### src/rtl/pipe_ctrl.sv
// pipe_ctrl: five-stage pipeline stall/flush controller with optional perf counters.
// Macro PIPE_CTRL_PERF_EN enables stall_cnt/flush_cnt. Ports: cache status, hazard info, br_taken in; load_*/nop_* enables and counters out.
module pipe_ctrl #(
  parameter int REGW = 3,
  parameter int CNTW = 16
) (
  input  logic            clk,
  input  logic            rst_n,
  input  logic            icache_resp,
  input  logic            dcache_req,
  input  logic            dcache_resp,
  input  logic            ex_is_load,
  input  logic [REGW-1:0] ex_dest,
  input  logic [REGW-1:0] id_src1,
  input  logic [REGW-1:0] id_src2,
  input  logic [1:0]      id_src_vld,
  input  logic            br_taken,
  output logic            load_pc,
  output logic            load_if_id,
  output logic            load_id_ex,
  output logic            load_ex_mem,
  output logic            load_mem_wb,
  output logic            nop_if_id,
  output logic            nop_id_ex,
  output logic            nop_ex_mem,
  output logic [CNTW-1:0] stall_cnt,
  output logic [CNTW-1:0] flush_cnt
);

  typedef enum logic {
    RUN   = 1'b0,
    DRAIN = 1'b1
  } state_t;

  state_t state_q, state_d;
  logic   dstall, luh, istall;

  assign dstall = dcache_req & ~dcache_resp;
  assign istall = ~icache_resp;
  assign luh    = ex_is_load &
                  ((id_src_vld[0] & (id_src1 == ex_dest)) |
                   (id_src_vld[1] & (id_src2 == ex_dest)));

  always_comb begin
    load_pc     = 1'b1;
    load_if_id  = 1'b1;
    load_id_ex  = 1'b1;
    load_ex_mem = 1'b1;
    load_mem_wb = 1'b1;
    nop_if_id   = 1'b0;
    nop_id_ex   = 1'b0;
    nop_ex_mem  = 1'b0;
    state_d     = state_q;
    if (!rst_n) begin
      load_pc     = 1'b0;
      load_if_id  = 1'b0;
      load_id_ex  = 1'b0;
      load_ex_mem = 1'b0;
      load_mem_wb = 1'b0;
      nop_if_id   = 1'b1;
      nop_id_ex   = 1'b1;
      nop_ex_mem  = 1'b1;
    end else if (dstall) begin
      load_pc     = 1'b0;
      load_if_id  = 1'b0;
      load_id_ex  = 1'b0;
      load_ex_mem = 1'b0;
      load_mem_wb = 1'b0;
    end else if (br_taken) begin
      nop_if_id  = 1'b1;
      nop_id_ex  = 1'b1;
      nop_ex_mem = 1'b1;
      // an outstanding fetch (new or old wrong-path) must be drained
      if (istall || state_q == DRAIN) state_d = DRAIN;
      else                            state_d = RUN;
    end else if (luh) begin
      load_pc    = 1'b0;
      load_if_id = 1'b0;
      nop_id_ex  = 1'b1;
      // keep tracking the wrong-path fetch underneath the hazard stall
      if (state_q == DRAIN && icache_resp) state_d = RUN;
    end else if (state_q == DRAIN) begin
      load_pc   = 1'b0;
      nop_if_id = 1'b1;
      if (icache_resp) state_d = RUN;
    end else if (istall) begin
      load_pc   = 1'b0;
      nop_if_id = 1'b1;
    end
  end

  always_ff @(posedge clk or negedge rst_n) begin
    if (!rst_n) state_q <= RUN;
    else        state_q <= state_d;
  end

`ifdef PIPE_CTRL_PERF_EN
  logic [CNTW-1:0] stall_cnt_q, flush_cnt_q;
  logic            flush_ev;

  assign flush_ev = ~dstall & br_taken;

  always_ff @(posedge clk or negedge rst_n) begin
    if (!rst_n) begin
      stall_cnt_q <= '0;
      flush_cnt_q <= '0;
    end else begin
      if (!load_pc && stall_cnt_q != '1)
        stall_cnt_q <= stall_cnt_q + CNTW'(1);
      if (flush_ev && flush_cnt_q != '1)
        flush_cnt_q <= flush_cnt_q + CNTW'(1);
    end
  end

  assign stall_cnt = stall_cnt_q;
  assign flush_cnt = flush_cnt_q;
`else
  assign stall_cnt = '0;
  assign flush_cnt = '0;
`endif

endmodule

### config.mk
export PLATFORM = sky130hd
export DESIGN_NAME = pipe_ctrl
export DESIGN_NICKNAME = d
export VERILOG_FILES = /design/src/rtl/pipe_ctrl.sv
export SDC_FILE = /design/constraint.sdc
export NUM_CORES = 1
export LEC_CHECK = 0
export ABC_AREA = 1
export CAP_MARGIN = 10
export CORE_MARGIN = 2
export CORE_UTILIZATION = 30
export DETAILED_ROUTE_END_ITERATION = 8
export PLACE_DENSITY_LB_ADDON = 0.15
export SLEW_MARGIN = 15
export SYNTH_ARGS = -nofsm -noshare
export SYNTH_HDL_FRONTEND = slang
export SYNTH_SLANG_ARGS = --single-unit
### constraint.sdc
create_clock -name clk -period 1.65 [get_ports clk]
set_input_delay 0.165 -clock clk [delete_from_list [all_inputs] [get_ports clk]]
set_output_delay 0.165 -clock clk [all_outputs]
set_load 0.02 [all_outputs]
==> run summary, run 1 <==
Setup path
- **CP max stage delay** 0.45 ns
- **Crit path arrival time** 1.38 ns
- **cell-by-cell listing of the critical path** clkdlybuf4s50_1, inv_1, nor2_2, inv_1, a21oi_2, inv_1, dlygate4sd2_1
- **kind of critical path** in2out
- **count of buffer and inverter cells on the critical path** 5
- **data required time at the worst endpoint** 1.48 ns
- **largest fanout of any net on the critical path** 3
- **cell type with the highest occurrence count on the critical path** inv_1
- **cell with the largest stage delay on the worst path** clkdlybuf4s50_1
- **crit path capture type** output pin
- **Crit path max-delay family** buffers and inverters
- **type of element launching the critical path** primary input

Timing
- **final slew viol count** 0
- **largest clock skew in the final design** 0 ns
- **total count of hold-check failures in the final report** 0
- **crit path time final** 1.54 ns
- **setup repair after global routing missed its margin** false
- **fmax** 648 MHz
- **number of setup violations in the final report** 0
- **Final period util** 0.936
- **Worst Hold Slack** 0.450 ns

Yosys
- **sequential-to-total area share from yosys stat** 0.0460
- **cell types occupying the most area after synthesis** buf_4, nand2_1, inv_1
- **cell taking the most area after synthesis** buf_4
- **portion of synthesized cell area occupied by the leading cell type** 0.469
- **Syn Std Cell Area** 544 sq um
- **number of warnings issued by yosys** 0
- **count of different cell masters after synthesis** 13
- **number of instances in the synthesized netlist** 98
- **Post-Synthesis Mean Instance Area** 5.55 sq um
- **FF+latch count, synth** 1

Clocking
- **buffer count from post-CTS setup fixing** 0
- **clock latency of the later-clocked register in the worst-skew pair** 0 ns
- **register clock-pin slew on the reported worst setup and hold paths** 0 ns

Final layout
- **area taken by multi-input logic gates** 320 sq um
- **Area growth syn-to-layout** 32.6%
- **fillcell total** 200
- **final layout net count** 146
- **count of inserted antenna diode cells** 0
- **register with the most flip-flops** state_q
- **post-layout util** 0.423
- **Finished Cell Area** 722 sq um
- **sequential cell area** 25.0 sq um
- **largest registers** state_q x1
- **flip-flop count of the largest register, all copies and words added** 1
- **post-route insts no fill** 151
- **fraction of layout cells with a size suffix above 1** 0.135

Floorplan
- **Top Ports** 58
- **die outline width** 46.6 um
- **area of the placeable core** 1710 sq um
- **effective utilization at floorplan** 0.319
- **vertical die dimension** 46.6 um
- **count of standard-cell rows** 15
- **Total Die Area** 2170 sq um

Pwr
- **total power per unit cell area** 358 nW/um^2
- **maximum vdd ir drop** 144 uV
- **post-route total power** 0.258 mW
- **static leakage** 0.486 nW

Place
- **number of port buffers** 25
- **total placed cells including tap cells** 151
- **weighted congestion at the end of routability-driven global placement** 0.811
- **Final HPWL DP** 932 um
- **placed instance area** 732 sq um

Route
- **final routed wire length divided by cell count** 6.72 um
- **number of optimization iterations in the first detailed-route pass** 4
- **ratio of routed vias to standard cells** 3.41
- **overall routed net length** 1020 um
- **post-route DRC violation count** 0
- **count of routing violations after the opening detailed-route iteration** 2
- **detailed-route via count** 515
- **number of nets still failing antenna checks after routing** 0

Global route
- **antenna violations before repair** 0
- **via count of the first global-routing pass** 381
- **first-pass GRT wire length** 1430 um
- **overall routing resource usage** 0.0858
- **pin count of the biggest net entering global routing** 5
- **Overflow after GRT** 0

Worst hold path
- **worst min-delay path category** in2async

Run
- **Max Cap Violations** 0

Status
- **run status** completed

power by group:
| group | leakage [nW] | switching (mW) | internal, mW |
|---|---|---|---|
| registers | 0.0124 | 0.00553 | 0.0311 |
| logic | 0.473 | 0.142 | 0.0795 |
| clock network | 0 | 0 | 0 |
Yosys cell counts, drive strengths merged:
| cell | n |
|---|---|
| nand3 | 3 |
| nand2 | 28 |
| nor2 | 9 |
| a21oi | 2 |
| dfrtp | 1 |
| inv | 17 |
| conb | 1 |
| o21ai | 3 |
| buf | 34 |
final cells by class:
cell class,instances,share of cell area
Sequential cell,1,0.0347
Inverter,17,0.0884
Timing Repair Buffer,31,0.390
Tap cell,25,0.0433
Multi-Input combinational cell,77,0.444
cells in the final DEF (no fill, tap or decap):
cell type,instances
a21oi_1,1
a21oi_2,1
buf_2,3
buf_4,7
clkdlybuf4s50_1,12
conb_1,32
dfrtp_1,1
dlygate4sd2_1,5
dlymetal6s2s_1,4
inv_1,17
nand2_1,25
nand2_2,3
nand3_1,2
nand3_2,1
nor2_1,7
nor2_2,2
o21ai_0,1
o21ai_1,2
what timing repair did:
item                       in CTS  in global routing
hold buffers                    0                  0
setup endpoints to repair       8                  6
gates resized for setup        21                  6
pin swaps                       0                  1
layer usage:
metal | global-route usage | wire, um | up-vias
met1 | 0.108 | 407 | 205
met3 | 0.00392 | 131 | 0
met4 | 0 | 0 | 0
met5 | 0 | 0 | -
li1 | - | - | 276
met2 | 0.167 | 476 | 34
through the flow:
| stage | setup slack [ns] | TNS (ns) |
|---|---|---|
| 3_5_place_dp | -0.413 | -1.95 |
| 2_1_floorplan | 0.471 | 0 |
| 5_1_grt | 0.00286 | 0 |
| 6_report | 0.106 | 0 |
| 4_1_cts | 0.0451 | 0 |
| 3_3_place_gp | -0.407 | -1.89 |
worst paths after layout:
check                               startpoint             endpoint  slack [ns]  cells after the start
max                                 dcache_req           nop_ex_mem        0.11                      7
min                                      rst_n  state_q$_DFFE_PN0P_        0.45                      2
max reg2reg                state_q$_DFFE_PN0P_  state_q$_DFFE_PN0P_        0.77                      6
min reg2reg                state_q$_DFFE_PN0P_  state_q$_DFFE_PN0P_        0.54                      2
max in group asynchronous                rst_n  state_q$_DFFE_PN0P_        1.11                      2
min in group clk           state_q$_DFFE_PN0P_  state_q$_DFFE_PN0P_        0.54                      2
cell families after synthesis:
group                  after synthesis  synth area share
AO/OA/AOI/OAI                        5            0.0460
buffers and inverters               51             0.586
flip-flops                           1            0.0460
other                                1           0.00689
AND/OR/NAND/NOR                     40             0.315
No activity file was read; power rests on OpenSTA's default activity.
==> run 2, diff against run 1 <==
--- a/config.mk
+++ b/config.mk
@@ -7,7 +7,6 @@
 export LEC_CHECK = 0
 export ABC_AREA = 1
 export CAP_MARGIN = 10
-export CORE_MARGIN = 2
 export CORE_UTILIZATION = 30
 export DETAILED_ROUTE_END_ITERATION = 8
 export PLACE_DENSITY_LB_ADDON = 0.15
==> run summary, run 2 (synthesis gave the netlist of run 1 again) <==
Status
- **run status** completed

Route
- **final routed wire length divided by cell count** 6.04 um, -10%
- **post-route DRC violation count** 0, unchanged
- **detailed-route via count** 515, unchanged
- **number of nets still failing antenna checks after routing** 0, unchanged
- **number of optimization iterations in the first detailed-route pass** 4, unchanged
- **overall routed net length** 912 um, -10%
- **ratio of routed vias to standard cells** 3.41, unchanged
- **count of routing violations after the opening detailed-route iteration** 10, +8

Place
- **Final HPWL DP** 843 um, -9.5%
- **placed instance area** 732 sq um, unchanged
- **number of port buffers** 25, unchanged
- **weighted congestion at the end of routability-driven global placement** 0.807, -0.49%
- **total placed cells including tap cells** 151, unchanged
- **post-placement setup slack** -0.402 ns, +0.0107 ns

Setup path
- **cell type with the highest occurrence count on the critical path** inv_1
- **Crit path max-delay family** buffers and inverters
- **count of buffer and inverter cells on the critical path** 5, unchanged
- **type of element launching the critical path** primary input
- **data required time at the worst endpoint** 1.48 ns, about the same
- **crit path capture type** output pin
- **largest fanout of any net on the critical path** 3, unchanged
- **cell with the largest stage delay on the worst path** clkdlybuf4s50_1
- **kind of critical path** in2out
- **cell-by-cell listing of the critical path** clkdlybuf4s50_1, inv_1, nor2_2, inv_1, a21oi_2, inv_1, dlygate4sd2_1
- **CP max stage delay** 0.45 ns, about the same
- **Crit path arrival time** 1.36 ns, -0.02 ns

Timing
- **fmax** 655 MHz, +1.2%
- **minimum setup slack in the final design** 0.124 ns, +0.0176 ns
- **Final period util** 0.925, -0.0107
- **final slew viol count** 0, unchanged
- **number of setup violations in the final report** 0, unchanged
- **total negative slack for setup checks** 0 ns, unchanged
- **total count of hold-check failures in the final report** 0, unchanged
- **Worst Hold Slack** 0.456 ns, +0.00627 ns
- **largest clock skew in the final design** 0 ns, unchanged
- **setup repair after global routing missed its margin** false
- **crit path time final** 1.53 ns, -0.0176 ns

Final layout
- **count of inserted antenna diode cells** 0, unchanged
- **fillcell total** 201, +0.50%
- **post-layout util** 0.419, -0.00366
- **largest registers** state_q x1
- **most used cells in the layout excluding fill and tap cells** conb_1, nand2_1, inv_1
- **Area growth syn-to-layout** 31.5%
- **fraction of layout cells with a size suffix above 1** 0.135, unchanged
- **Finished Cell Area** 716 sq um, -0.87%
- **final layout net count** 146, unchanged
- **post-route insts no fill** 151, unchanged
- **flip-flop count of the largest register, all copies and words added** 1, unchanged
- **most frequent standard cell in the layout excluding fill and tap cells** conb_1
- **register with the most flip-flops** state_q
- **area taken by multi-input logic gates** 320 sq um, unchanged
- **sequential cell area** 25.0 sq um, unchanged

Clocking
- **Hold Buf Count CTS** 0, unchanged
- **register clock-pin slew on the reported worst setup and hold paths** 0 ns, unchanged
- **CTS-repair resized insts** 22, +4.8%
- **clock latency of the later-clocked register in the worst-skew pair** 0 ns, unchanged
- **buffer count from post-CTS setup fixing** 0, unchanged

Global route
- **overall routing resource usage** 0.0834, -0.00238
- **pin count of the biggest net entering global routing** 5, unchanged
- **Overflow after GRT** 0, unchanged
- **via count of the first global-routing pass** 367, -3.7%
- **antenna violations before repair** 0, unchanged
- **first-pass GRT wire length** 1350 um, -5.8%

Run
- **Max Cap Violations** 0, unchanged

Pwr
- **post-route total power** 0.257 mW, -0.44%
- **static leakage** 0.469 nW, -3.5%
- **total power per unit cell area** 359 nW/um^2, +0.43%
- **maximum vdd ir drop** 132 uV, -8.0%

Worst hold path
- **worst min-delay path category** in2async

Floorplan
- **Total Die Area** 1990 sq um, -8.4%
- **count of standard-cell rows** 15, unchanged
- **area of the placeable core** 1710 sq um, unchanged
- **effective utilization at floorplan** 0.319, unchanged
- **vertical die dimension** 44.6 um, -4.3%
- **Top Ports** 58, unchanged
- **die outline width** 44.6 um, -4.3%

run 2: cell type report:
cell class	count	area share
timing repair buffer	31	0.385
inverter	17	0.0892
tap	25	0.0437
multi-input combinational	77	0.448
sequential	1	0.0350
run 2: where the power goes:
part           switching (mW)  total, mW  internal (mW)
clock network               0          0              0
registers             0.00495     0.0360         0.0311
logic                   0.142      0.221         0.0794
run 2: path summary, 6_finish.rpt:
check,endpoint,slack [ns],depth (start not counted),start
worst max-delay path,nop_ex_mem,0.12,7,dcache_req
worst min-delay path,state_q$_DFFE_PN0P_,0.46,2,rst_n
worst max register to register,state_q$_DFFE_PN0P_,0.77,6,state_q$_DFFE_PN0P_
worst min register to register,state_q$_DFFE_PN0P_,0.53,2,state_q$_DFFE_PN0P_
max in group asynchronous,state_q$_DFFE_PN0P_,1.11,2,rst_n
min in group clk,state_q$_DFFE_PN0P_,0.53,2,state_q$_DFFE_PN0P_
run 2: worst register-to-register path, stage by stage, from the launching register on:
cell and delay, ns:
dfrtp_1 0.38, inv_1 0.08, nand2_1 0.08, nand2_1 0.08
nand2_2 0.05, nand2_1 0.06, nand2_1 0.04
run 2: layer usage:
layer	vias to the layer above	routed length (um)	track usage
li1	274	-	-
met1	210	364	0.0990
met2	31	434	0.168
met3	0	112	0.00816
met4	0	0	0
met5	-	0	0
